File: src/rtl/ni_apb_responder_pkg.sv
// Shared NoC packet definitions and the responder's private types/helpers.

package pa_noc;
  localparam int COORD_W    = 4;
  localparam int APB_ADDR_W = 32;
  localparam int APB_DATA_W = 32;

  typedef struct packed {
    logic                  valid;
    logic                  is_resp;
    logic                  write;
    logic [COORD_W-1:0]    dst_x;
    logic [COORD_W-1:0]    dst_y;
    logic [COORD_W-1:0]    src_x;
    logic [COORD_W-1:0]    src_y;
    logic [APB_ADDR_W-1:0] addr;
    logic [APB_DATA_W-1:0] data;
    logic                  slverr;
  } packet_t;

  localparam int APB_PACKET_WIDTH = $bits(packet_t);
endpackage

package ni_apb_responder_pkg;
  import pa_noc::*;

  typedef enum logic [1:0] {
    ST_IDLE   = 2'd0,
    ST_SETUP  = 2'd1,
    ST_ACCESS = 2'd2,
    ST_RESP   = 2'd3
  } resp_state_e;

  // Only the request fields needed to replay the transfer and route the answer.
  typedef struct packed {
    logic                  write;
    logic [COORD_W-1:0]    src_x;
    logic [COORD_W-1:0]    src_y;
    logic [APB_ADDR_W-1:0] addr;
    logic [APB_DATA_W-1:0] data;
  } req_t;

  // Assemble the response packet for a completed request.
  function automatic packet_t build_resp(input req_t req,
                                         input logic [COORD_W-1:0] my_x,
                                         input logic [COORD_W-1:0] my_y,
                                         input logic [APB_DATA_W-1:0] rdata,
                                         input logic err);
    packet_t p;
    p         = '0;
    p.valid   = 1'b1;
    p.is_resp = 1'b1;
    p.write   = req.write;
    p.dst_x   = req.src_x;
    p.dst_y   = req.src_y;
    p.src_x   = my_x;
    p.src_y   = my_y;
    p.addr    = req.addr;
    if (req.write) begin
      p.data = {APB_DATA_W{1'b0}};
    end else begin
      p.data = rdata;
    end
    p.slverr  = err;
    return p;
  endfunction
endpackage

File: src/rtl/ni_apb_responder_fifo.sv
// Synchronous FIFO; pointers carry an extra wrap bit to tell full from empty.

module ni_fifo #(
  parameter int WIDTH = 8,
  parameter int DEPTH = 4
) (
  input  logic             i_clk,
  input  logic             i_arst_n,
  input  logic             i_push,
  input  logic [WIDTH-1:0] i_wdata,
  input  logic             i_pop,
  output logic [WIDTH-1:0] o_rdata,
  output logic             o_full,
  output logic             o_empty
);
  localparam int AW = (DEPTH > 1) ? $clog2(DEPTH) : 1;

  logic [WIDTH-1:0] mem_q [DEPTH];
  logic [AW:0]      wr_ptr_q, wr_ptr_d, rd_ptr_q, rd_ptr_d;
  logic             do_push_s, do_pop_s;

  assign o_empty = (wr_ptr_q == rd_ptr_q);
  assign o_full  = (wr_ptr_q[AW] != rd_ptr_q[AW]) &&
                   (wr_ptr_q[AW-1:0] == rd_ptr_q[AW-1:0]);
  assign o_rdata = mem_q[rd_ptr_q[AW-1:0]];

  // Qualify push/pop; a push into a full FIFO is legal only alongside a pop.
  always_comb begin
    do_pop_s  = i_pop && !o_empty;
    do_push_s = i_push && (!o_full || do_pop_s);
    if (do_push_s) begin
      wr_ptr_d = wr_ptr_q + {{AW{1'b0}}, 1'b1};
    end else begin
      wr_ptr_d = wr_ptr_q;
    end
    if (do_pop_s) begin
      rd_ptr_d = rd_ptr_q + {{AW{1'b0}}, 1'b1};
    end else begin
      rd_ptr_d = rd_ptr_q;
    end
  end

  // Pointer registers.
  always_ff @(posedge i_clk or negedge i_arst_n) begin
    if (!i_arst_n) begin
      wr_ptr_q <= '0;
      rd_ptr_q <= '0;
    end else begin
      wr_ptr_q <= wr_ptr_d;
      rd_ptr_q <= rd_ptr_d;
    end
  end

  // Storage write; contents need no reset since the pointers gate visibility.
  always_ff @(posedge i_clk) begin
    if (do_push_s) begin
      mem_q[wr_ptr_q[AW-1:0]] <= i_wdata;
    end
  end
endmodule

File: src/rtl/ni_apb_responder.sv
// Mesh-side APB responder: buffers requests, replays them on APB, returns responses.

module ni_apb_responder
  import pa_noc::*;
  import ni_apb_responder_pkg::*;
#(
  parameter int X_COORD    = 0,
  parameter int Y_COORD    = 0,
  parameter int FIFO_DEPTH = 4
) (
  input  logic                        i_clk,
  input  logic                        i_arst_n,
  input  logic [APB_PACKET_WIDTH-1:0] i_routerToNi,
  output logic [APB_PACKET_WIDTH-1:0] o_niToRouter,
  output logic                        o_psel,
  output logic                        o_penable,
  output logic                        o_pwrite,
  output logic [APB_ADDR_W-1:0]       o_paddr,
  output logic [APB_DATA_W-1:0]       o_pwdata,
  input  logic                        i_pready,
  input  logic [APB_DATA_W-1:0]       i_prdata,
  input  logic                        i_pslverr,
  output logic                        o_overflow,
  output logic                        o_misrouted
);
  localparam logic [COORD_W-1:0] MY_X = COORD_W'(X_COORD);
  localparam logic [COORD_W-1:0] MY_Y = COORD_W'(Y_COORD);
  localparam int REQ_W = $bits(req_t);

  packet_t          in_pkt_s;
  req_t             in_req_s, head_req_s, held_q, held_d;
  logic [REQ_W-1:0] fifo_rdata_s;
  logic             dst_hit_s, accept_s, push_s, pop_s, full_s, empty_s;
  logic             overflow_q, overflow_d, misrouted_q, misrouted_d;
  resp_state_e      state_q, state_d;
  logic             psel_q, psel_d, penable_q, penable_d, pwrite_q, pwrite_d;
  logic [APB_ADDR_W-1:0] paddr_q, paddr_d;
  logic [APB_DATA_W-1:0] pwdata_q, pwdata_d;
  packet_t          resp_pkt_q, resp_pkt_d;
  logic             unused_slverr_s;

  assign in_pkt_s        = packet_t'(i_routerToNi);
  assign head_req_s      = req_t'(fifo_rdata_s);
  assign unused_slverr_s = in_pkt_s.slverr;

  // Classify the incoming packet and update the sticky drop flags.
  always_comb begin
    dst_hit_s   = (in_pkt_s.dst_x == MY_X) && (in_pkt_s.dst_y == MY_Y);
    accept_s    = in_pkt_s.valid && !in_pkt_s.is_resp && dst_hit_s;
    pop_s       = (state_q == ST_IDLE) && !empty_s;
    push_s      = accept_s && (!full_s || pop_s);
    overflow_d  = overflow_q  | (accept_s && full_s && !pop_s);
    misrouted_d = misrouted_q | (in_pkt_s.valid && (in_pkt_s.is_resp || !dst_hit_s));
    in_req_s.write = in_pkt_s.write;
    in_req_s.src_x = in_pkt_s.src_x;
    in_req_s.src_y = in_pkt_s.src_y;
    in_req_s.addr  = in_pkt_s.addr;
    in_req_s.data  = in_pkt_s.data;
  end

  ni_fifo #(.WIDTH(REQ_W), .DEPTH(FIFO_DEPTH)) u_fifo (
    .i_clk    (i_clk),
    .i_arst_n (i_arst_n),
    .i_push   (push_s),
    .i_wdata  (in_req_s),
    .i_pop    (pop_s),
    .o_rdata  (fifo_rdata_s),
    .o_full   (full_s),
    .o_empty  (empty_s)
  );

  // FSM state and held request registers.
  always_ff @(posedge i_clk or negedge i_arst_n) begin
    if (!i_arst_n) begin
      state_q <= ST_IDLE;
      held_q  <= '0;
    end else begin
      state_q <= state_d;
      held_q  <= held_d;
    end
  end

  // Next-state logic; the head of the FIFO is latched as it is popped.
  always_comb begin
    state_d = state_q;
    held_d  = held_q;
    case (state_q)
      ST_IDLE: begin
        if (!empty_s) begin
          state_d = ST_SETUP;
          held_d  = head_req_s;
        end else begin
          state_d = ST_IDLE;
        end
      end
      ST_SETUP:  state_d = ST_ACCESS;
      ST_ACCESS: begin
        if (i_pready) begin
          state_d = ST_RESP;
        end else begin
          state_d = ST_ACCESS;
        end
      end
      ST_RESP:   state_d = ST_IDLE;
      default:   state_d = ST_IDLE;
    endcase
  end

  // Output values for the upcoming state so every output comes straight from a flop.
  always_comb begin
    psel_d    = (state_d == ST_SETUP) || (state_d == ST_ACCESS);
    penable_d = (state_d == ST_ACCESS);
    if (psel_d) begin
      pwrite_d = held_d.write;
      paddr_d  = held_d.addr;
      pwdata_d = held_d.data;
    end else begin
      pwrite_d = 1'b0;
      paddr_d  = {APB_ADDR_W{1'b0}};
      pwdata_d = {APB_DATA_W{1'b0}};
    end
    if (state_d == ST_RESP) begin
      resp_pkt_d = build_resp(held_q, MY_X, MY_Y, i_prdata, i_pslverr);
    end else begin
      resp_pkt_d = '0;
    end
  end

  // Registered APB, response and status outputs.
  always_ff @(posedge i_clk or negedge i_arst_n) begin
    if (!i_arst_n) begin
      psel_q      <= 1'b0;
      penable_q   <= 1'b0;
      pwrite_q    <= 1'b0;
      paddr_q     <= '0;
      pwdata_q    <= '0;
      resp_pkt_q  <= '0;
      overflow_q  <= 1'b0;
      misrouted_q <= 1'b0;
    end else begin
      psel_q      <= psel_d;
      penable_q   <= penable_d;
      pwrite_q    <= pwrite_d;
      paddr_q     <= paddr_d;
      pwdata_q    <= pwdata_d;
      resp_pkt_q  <= resp_pkt_d;
      overflow_q  <= overflow_d;
      misrouted_q <= misrouted_d;
    end
  end

  assign o_psel       = psel_q;
  assign o_penable    = penable_q;
  assign o_pwrite     = pwrite_q;
  assign o_paddr      = paddr_q;
  assign o_pwdata     = pwdata_q;
  assign o_niToRouter = resp_pkt_q;
  assign o_overflow   = overflow_q;
  assign o_misrouted  = misrouted_q;
endmodule

File: config.mk
export PLATFORM = sky130hd
export DESIGN_NAME = ni_apb_responder
export DESIGN_NICKNAME = d
export VERILOG_FILES = /design/src/rtl/ni_apb_responder_pkg.sv /design/src/rtl/ni_apb_responder_fifo.sv /design/src/rtl/ni_apb_responder.sv
export SDC_FILE = /design/constraint.sdc
export NUM_CORES = 1
export LEC_CHECK = 0
export CAP_MARGIN = 25
export CORE_MARGIN = 3
export CORE_UTILIZATION = 35
export DETAILED_ROUTE_END_ITERATION = 10
export SETUP_SLACK_MARGIN = 0.4
export SYNTH_ARGS = -nofsm -noshare
export SYNTH_HDL_FRONTEND = slang
export SYNTH_HIERARCHICAL = 1
export SYNTH_SLANG_ARGS = --single-unit
File: constraint.sdc
create_clock -name i_clk -period 4.25 [get_ports i_clk]
set_clock_uncertainty 0.2 [all_clocks]
set_input_delay 0.85 -clock i_clk [delete_from_list [all_inputs] [get_ports i_clk]]
set_output_delay 0.85 -clock i_clk [all_outputs]
set_load 0.01 [all_outputs]
==> results of run 1 <==
-- per-stage QoR --
step | utilization | cell area, um^2
after global routing | 0.456 | 24100
after global placement | 0.423 | 22300
final | 0.456 | 24100
after detailed placement | 0.423 | 22300
after CTS | 0.456 | 24100
after floorplan | - | 18800
-- cell usage after synthesis, drive strengths merged --
cell type	count
o311ai	1
ha	10
edfxtp	292
and3	3
xnor2	2
o21a	1
or4	2
mux2	68
buf	35
nand4	1
and2	140
o21bai	1
inv	8
o41ai	2
conb	1
xor2	3
nor2	3
a311oi	1
nand2	29
o211ai	1
mux4	73
nor4	1
nand3	1
a21o	1
dfrtp	225
o31ai	2
nand2b	1
nor2b	1
o211a	1
clkbuf	16
a21oi	1
nor3	4
-- final timing paths --
path | from | depth (start not counted) | slack (ns) | end
min in group i_clk | held_q[69] | 2 | 0.27 | held_q[69]
min reg2reg | held_q[69] | 2 | 0.27 | held_q[69]
max | u_fifo/rd_ptr_q[1] | 7 | 0.93 | u_fifo/mem_q[2][9]
max reg2reg | u_fifo/rd_ptr_q[1] | 7 | 0.93 | u_fifo/mem_q[2][9]
min | i_arst_n | 1 | 0.12 | o_niToRouter[51]
max in group asynchronous | i_arst_n | 2 | 2.91 | o_pwdata[29]
-- flip-flops by register name, summed over array words and instances (netlist names) --
register         cells
held_q              73
o_misrouted          1
o_niToRouter        75
o_overflow           1
o_paddr             32
o_penable            1
o_psel               1
o_pwdata            32
o_pwrite             1
state_q              2
u_fifo/mem_q       292
u_fifo/rd_ptr_q      3
u_fifo/wr_ptr_q      3
-- power breakdown --
part	switching [mW]	internal [mW]
registers	0.364	6.23
clock network	1.89	2.77
logic	2.21	2.67
total	4.46	11.7
-- cell type report --
class | count | share of cell area
Sequential cell | 517 | 0.598
Clock inverter | 17 | 0.00598
Multi-Input combinational cell | 362 | 0.168
Clock buffer | 86 | 0.0683
Tap cell | 688 | 0.0357
Inverter | 8 | 0.00151
Timing Repair Buffer | 286 | 0.122
-- layout by cell type, fill, tap and decap left out, types with 3 or more instances in the layout --
master	synthesis	final
edfxtp_1	292	292
clkdlybuf4s50_1	0	262
dfrtp_1	225	223
and2_1	140	140
mux4_2	73	73
mux2_4	60	60
clkbuf_16	0	57
nand2_1	29	29
clkbuf_1	16	18
buf_4	13	13
clkbuf_8	0	11
clkinv_2	0	10
buf_12	0	10
ha_1	10	9
mux2_2	8	8
conb_1	1	8
inv_1	7	5
nor3_1	4	4
nor2_1	3	3
clkinvlp_4	0	3
xor2_1	3	3
and3_4	0	3
-- worst max-delay path: stages, from the launching register on --
cell	delay, ns
dfrtp_4	0.69
xor2_1	0.25
nor3_1	0.27
nand2b_4	0.23
inv_4	0.13
or4_1	0.61
and3_4	0.22
buf_12	0.21
-- cells by family after synthesis --
logic type | after synthesis | share of synthesized area
AO/OA/AOI/OAI | 12 | 0.00508
multiplexers | 141 | 0.141
AND/OR/NAND/NOR | 186 | 0.0580
other | 1 | 0.000200
adder cells (fa/ha/maj) | 10 | 0.00668
flip-flops | 517 | 0.769
XOR/XNOR | 5 | 0.00234
buffers and inverters | 59 | 0.0185
-- layer usage --
metal / vias up / global-route usage
met2: 238 / 0.237
met5: - / 0
li1: 4043 / -
met1: 4655 / 0.179
met3: 60 / 0.0303
met4: 0 / 0.0428
==> Flow_metrics.wiki, run 1 <==
{| class="wikitable"
! Metric !! Value
|-
| Run status || finished, final reports clean
|-
| Row cnt || 84
|-
| P&R area growth vs syn || 28.5%
|-
| Insertion delay of the later-clocked pin in the worst-skew pair || 0.58 ns
|-
| Top Metal Used || met4
|-
| Number of nets still failing antenna checks after routing || 0
|-
| Min Hold Slack || 0.117 ns
|-
| Power per cell area || 670 nW/um^2
|-
| Post-synthesis sequential element count || 517
|-
| Mapped Area || 18700 um^2
|-
| Remaining max-slew budget at the tightest pin || 0.454
|-
| Total negative setup slack || 0 ns
|-
| Cell count after synthesis || 931
|-
| Endpoint type of the worst setup path || flip-flop
|-
| Routed wl met3 || 1900 um
|-
| Count of pins over their slew limit || 0
|-
| Worst min path class || input pin to async pin
|-
| Max clock buf depth || 3
|-
| Root buffer cell || clkbuf_16
|-
| CTS tree || done
|-
| RSZ-0062 raised after global routing || no
|-
| Worst Path Class, Setup || flip-flop to flip-flop
|-
| Final hold violation count || 0
|-
| DR pass1 iterations || 4
|-
| Number of vias per cell after detailed routing || 4.58
|-
| Number of DRC violations after detailed routing || 0
|-
| Max-capacitance violation count || 0
|-
| Data arrival at the endpoint of the critical path || 3.34 ns
|-
| Total area of multi-input combinational cells || 4050 um^2
|-
| TritonCTS buffer count || 56
|-
| Register area share after synthesis || 0.769
|-
| Die width || 237 um
|-
| Met1 wire length || 16400 um
|-
| Die Y || 237 um
|-
| Top-level I/O count || 273
|-
| Worst slack, placed || 0.668 ns
|-
| Static Leakage || 9.24 nW
|-
| Number of standard cells in the final layout excluding fillers || 1964
|-
| Length of routed met2 wiring || 19300 um
|-
| Fill cell total of the finished layout || 4543
|-
| Initial antenna violation count || 1
|-
| Proportion of netlist area held by the largest area contributor || 0.468
|-
| Transition time at the pin with the least slew margin || 0.819 ns
|-
| Crit share post-route || 0.780
|-
| Routed wire length || 38400 um
|-
| Number of cells upsized or downsized after cts || 0
|-
| Share of cells above drive strength 1 || 0.204
|-
| Number of distinct standard cells referenced by the synthesized netlist || 38
|-
| Clock sink count || 517
|-
| Initial standard-cell utilization of the core || 0.355
|-
| Count of placed standard cells including taps || 1861
|-
| Net count of the finished layout || 1361
|-
| Cell type contributing the most total cell area after synthesis || edfxtp_1
|-
| Required time of the critical path || 4.28 ns
|-
| Maximum frequency from static timing analysis || 302 MHz
|-
| Placeable core region || 52800 um^2
|-
| Hold Buf Count CTS || 0
|-
| Quantity of I/O buffers inserted on ports || 263
|-
| Routed len/inst || 19.6 um
|-
| Number of buffers inserted by post-CTS setup repair || 0
|-
| Floorplan die area || 56300 um^2
|-
| Syn avg cell area || 20.1 um^2
|-
| Sequential Area || 14400 um^2
|-
| Global routing usage summed across all routing layers || 0.139
|-
| ANT cells || 0
|-
| Final Worst Setup Slack || 0.935 ns
|-
| Leftover overflow at the end of global routing || 0
|-
| Clock-pin slew of the registers on the worst-case setup and hold paths || 0.06 ns
|-
| Crit path max fanout || 73
|-
| Global-route wire length before repair || 59800 um
|-
| Worst vdd ir || 357 uV
|-
| DRT iter0 DRCs || 418
|-
| Largest net degree at the start of global routing || 96
|-
| Critical Path Source Type || flip-flop
|-
| Half-perimeter wire length after placement || 22200 um
|-
| Number of vias in the routed layout || 8996
|-
| Number of global-route vias before repair || 9765
|-
| Tmin final || 3.32 ns
|-
| Total Power || 16.1 mW
|-
| Area contributors post-synth || edfxtp_1, dfrtp_1, mux4_2
|-
| GP Congestion || 0.736
|-
| H-tree lvl count || 2
|-
| Total of warnings raised by yosys || 6
|-
| Setup violations, final || 0
|}
Note: power is estimated with default switching activity, not from simulation.
==> run 2: changes to the inputs <==
Clock period 4.25 ns to 2.7 ns, I/O delays scaled along.
==> Flow_metrics.wiki, run 2 (synthesis gave the netlist of run 1 again) <==
{| class="wikitable"
! Metric !! Value
|-
| Power per cell area || 1110 nW/um^2 (+66%)
|-
| Portion of total power attributed to sequential cells || 0.359 (-0.050)
|-
| RSZ-0062 raised after global routing || yes
|-
| Root buffer cell || clkbuf_16
|-
| GP Congestion || 0.712 (-3.2%)
|-
| Max clock buf depth || 3 (unchanged)
|-
| DRT iter0 DRCs || 495 (+18%)
|-
| Max FFs per register || 292 (unchanged)
|-
| Relative contribution of the clock network to total power || 0.260 (-0.029)
|-
| Transition time at the pin with the least slew margin || 0.532 ns (-0.287 ns)
|-
| Half-perimeter wire length after placement || 24100 um (+8.3%)
|-
| Leftover overflow at the end of global routing || 0 (unchanged)
|-
| Max-capacitance violation count || 0 (unchanged)
|-
| Die width || 237 um (unchanged)
|-
| Initial antenna violation count || 6 (+5)
|-
| Number of vias in the routed layout || 9346 (+3.9%)
|-
| TritonCTS buffer count || 54 (-3.6%)
|-
| Number of vias per cell after detailed routing || 4.58 (about the same)
|-
| Tmin final || 2.60 ns (-0.717 ns)
|-
| Gate power share || 0.381 (+0.079)
|-
| Kind of cell with the highest combined delay on the critical path || simple AND/OR/NAND/NOR gates
|-
| Global-route wire length before repair || 63200 um (+5.6%)
|-
| Critical Path Source Type || flip-flop
|-
| Static Leakage || 10.1 nW (+8.9%)
|-
| Count of placed standard cells including taps || 1884 (+1.2%)
|-
| Crit share post-route || 0.962 (+0.182)
|-
| Worst Path Class, Setup || flip-flop to flip-flop
|-
| Floorplan die area || 56300 um^2 (unchanged)
|-
| Die Y || 237 um (unchanged)
|-
| Global routing usage summed across all routing layers || 0.149 (+0.0105)
|-
| Global Route met1 Usage || 0.191 (+0.0117)
|-
| Total area of multi-input combinational cells || 4250 um^2 (+4.9%)
|-
| Clock-pin slew of the registers on the worst-case setup and hold paths || 0.06 ns (about the same)
|-
| Number of nets still failing antenna checks after routing || 0 (unchanged)
|-
| Largest net degree at the start of global routing || 76 (-21%)
|-
| Row cnt || 84 (unchanged)
|-
| Share of cells above drive strength 1 || 0.287 (+0.0829)
|-
| Clock sink count || 517 (unchanged)
|-
| Insertion delay of the later-clocked pin in the worst-skew pair || 0.58 ns (about the same)
|-
| Final Worst Setup Slack || 0.102 ns (-0.833 ns)
|-
| Core occupancy in the finished layout || 0.489 (+0.0328)
|-
| Final hold violation count || 0 (unchanged)
|-
| Count of pins over their slew limit || 0 (unchanged)
|-
| Highest-utilization routing layer at the global route stage || met2
|-
| Leading cell type in the layout, fill and taps excluded || edfxtp_1
|-
| Met2 Resource Use GR || 0.255 (+0.0186)
|-
| Run status || finished, final reports clean
|-
| CP max-delay cell || or4_4
|-
| Initial standard-cell utilization of the core || 0.355 (unchanged)
|-
| DR pass1 iterations || 4 (unchanged)
|-
| Bufs and invs on worst path || 2 (unchanged)
|-
| Top-level I/O count || 273 (unchanged)
|-
| Net switching power of the design || 8.12 mW (+82%)
|-
| Routed wire length || 44500 um (+16%)
|-
| Fill cell total of the finished layout || 4346 (-4.3%)
|-
| Worst vdd ir || 500 uV (+40%)
|-
| Internal portion of total power || 20.6 mW (+76%)
|-
| Routed len/inst || 21.8 um (+11%)
|-
| Sequential Area || 14400 um^2 (about the same)
|-
| Worst min path class || flip-flop to flip-flop
|-
| Crit path max fanout || 16 (-78%)
|-
| Endpoint type of the worst setup path || flip-flop
|-
| Placeable core region || 52800 um^2 (unchanged)
|-
| Maximum frequency from static timing analysis || 385 MHz (+28%)
|-
| Setup violations, final || 0 (unchanged)
|-
| Number of global-route vias before repair || 10088 (+3.3%)
|-
| Net switching fraction of the power || 0.283 (+0.00698)
|-
| P&R area growth vs syn || 37.8%
|-
| Number of DRC violations after detailed routing || 0 (unchanged)
|-
| CTS tree || done
|-
| Remaining max-slew budget at the tightest pin || 0.645 (+0.192)
|-
| Quantity of I/O buffers inserted on ports || 263 (unchanged)
|-
| Most used cells in the layout excluding fill and tap cells || edfxtp_1, clkdlybuf4s50_1, dfrtp_1
|-
| Net count of the finished layout || 1437 (+5.6%)
|-
| Data arrival at the endpoint of the critical path || 2.73 ns (-0.61 ns)
|-
| H-tree lvl count || 2 (unchanged)
|-
| Fraction of met3 tracks used by global routing || 0.0419 (+0.0116)
|-
| Required time of the critical path || 2.84 ns (-1.44 ns)
|-
| Number of standard cells in the final layout excluding fillers || 2042 (+4.0%)
|-
| Critical path's largest stage delay || 0.56 ns (-0.13 ns)
|-
| Chain of cells forming the critical path || xor2_4 > nor3_2 > nand2b_4 > inv_6 > or4_4 > and3_4 > buf_12
|-
| Worst slack, placed || -0.296 ns (-0.964 ns)
|}
## run 2: cell types whose count changed in the layout (fill, tap and decap cells not counted), moves of 6 or more
cell / change
dlygate4sd2_1: +6
and2_1: -31
clkdlybuf4s50_1: -6
clkbuf_16: +19
buf_16: +12
and2_4: +31
buf_4: +9
buf_6: +13
clkbuf_1: -8
buf_12: +14
## run 2: worst paths after layout
kind | slack (ns) | from | depth (start not counted) | endpoint
min in group asynchronous | 0.30 | i_arst_n | 2 | o_niToRouter[42]
min reg2reg | 0.26 | o_misrouted | 1 | o_misrouted
max in group asynchronous | 1.25 | i_arst_n | 3 | u_fifo/rd_ptr_q[0]
max reg2reg | 0.10 | u_fifo/rd_ptr_q[0] | 7 | u_fifo/mem_q[2][43]
max | 0.10 | u_fifo/rd_ptr_q[0] | 7 | u_fifo/mem_q[2][43]
min | 0.26 | o_misrouted | 1 | o_misrouted
## run 2: stage by stage
| stage | setup TNS (ns) | hold WS, ns | power [mW] | cell area, um^2 |
|---|---|---|---|---|
| floorplan | -125.31 | 0.0444 | 15.2 | 18900 |
| global placement | -68.16 | 0.243 | 18.6 | 22700 |
| detailed placement | -71.68 | 0.245 | 18.7 | 22700 |
| CTS | 0 | 0.254 | 28.0 | 25000 |
| global route | 0 | 0.270 | 30.2 | 25800 |
| finish | 0 | 0.255 | 28.7 | 25800 |
## run 2: metal layers
metal	routed length, um	vias up	part of all wire
met3	3000	64	0.067
met5	27	-	0.00061
met4	772	4	0.017
met1	18400	4809	0.41
met2	22300	264	0.50
li1	-	4205	-
## run 2: cell type report
type	count	share of cell area
Multi-Input combinational cell	364	0.165
Timing Repair inverter	1	0.000436
Tap cell	688	0.0334
Clock inverter	19	0.00698
Clock buffer	80	0.0638
Sequential cell	517	0.558
Antenna cell	4	0.000388
Inverter	8	0.00208
Timing Repair Buffer	361	0.170
## run 2: power groups by stage
| stage | registers (mW) | logic [mW] | clock network (mW) |
|---|---|---|---|
| 6_report | 10.3 | 10.9 | 7.45 |
| 5_1_grt | 10.4 | 11.7 | 8.02 |
| 4_1_cts | 10.3 | 9.97 | 7.71 |
| 3_5_place_dp | 10.5 | 8.20 | 0 |
| 3_3_place_gp | 10.4 | 8.14 | 0 |
| 2_1_floorplan | 10.7 | 4.48 | 0 |
## run 2: timing repair
item,in CTS,in global routing
hold buffers,1,0
setup endpoints to repair,389,438
buffers inserted,9,7
resized for setup,34,63
pin swaps,6,19
cloned,11,27
endpoints found under the hold margin,56,0
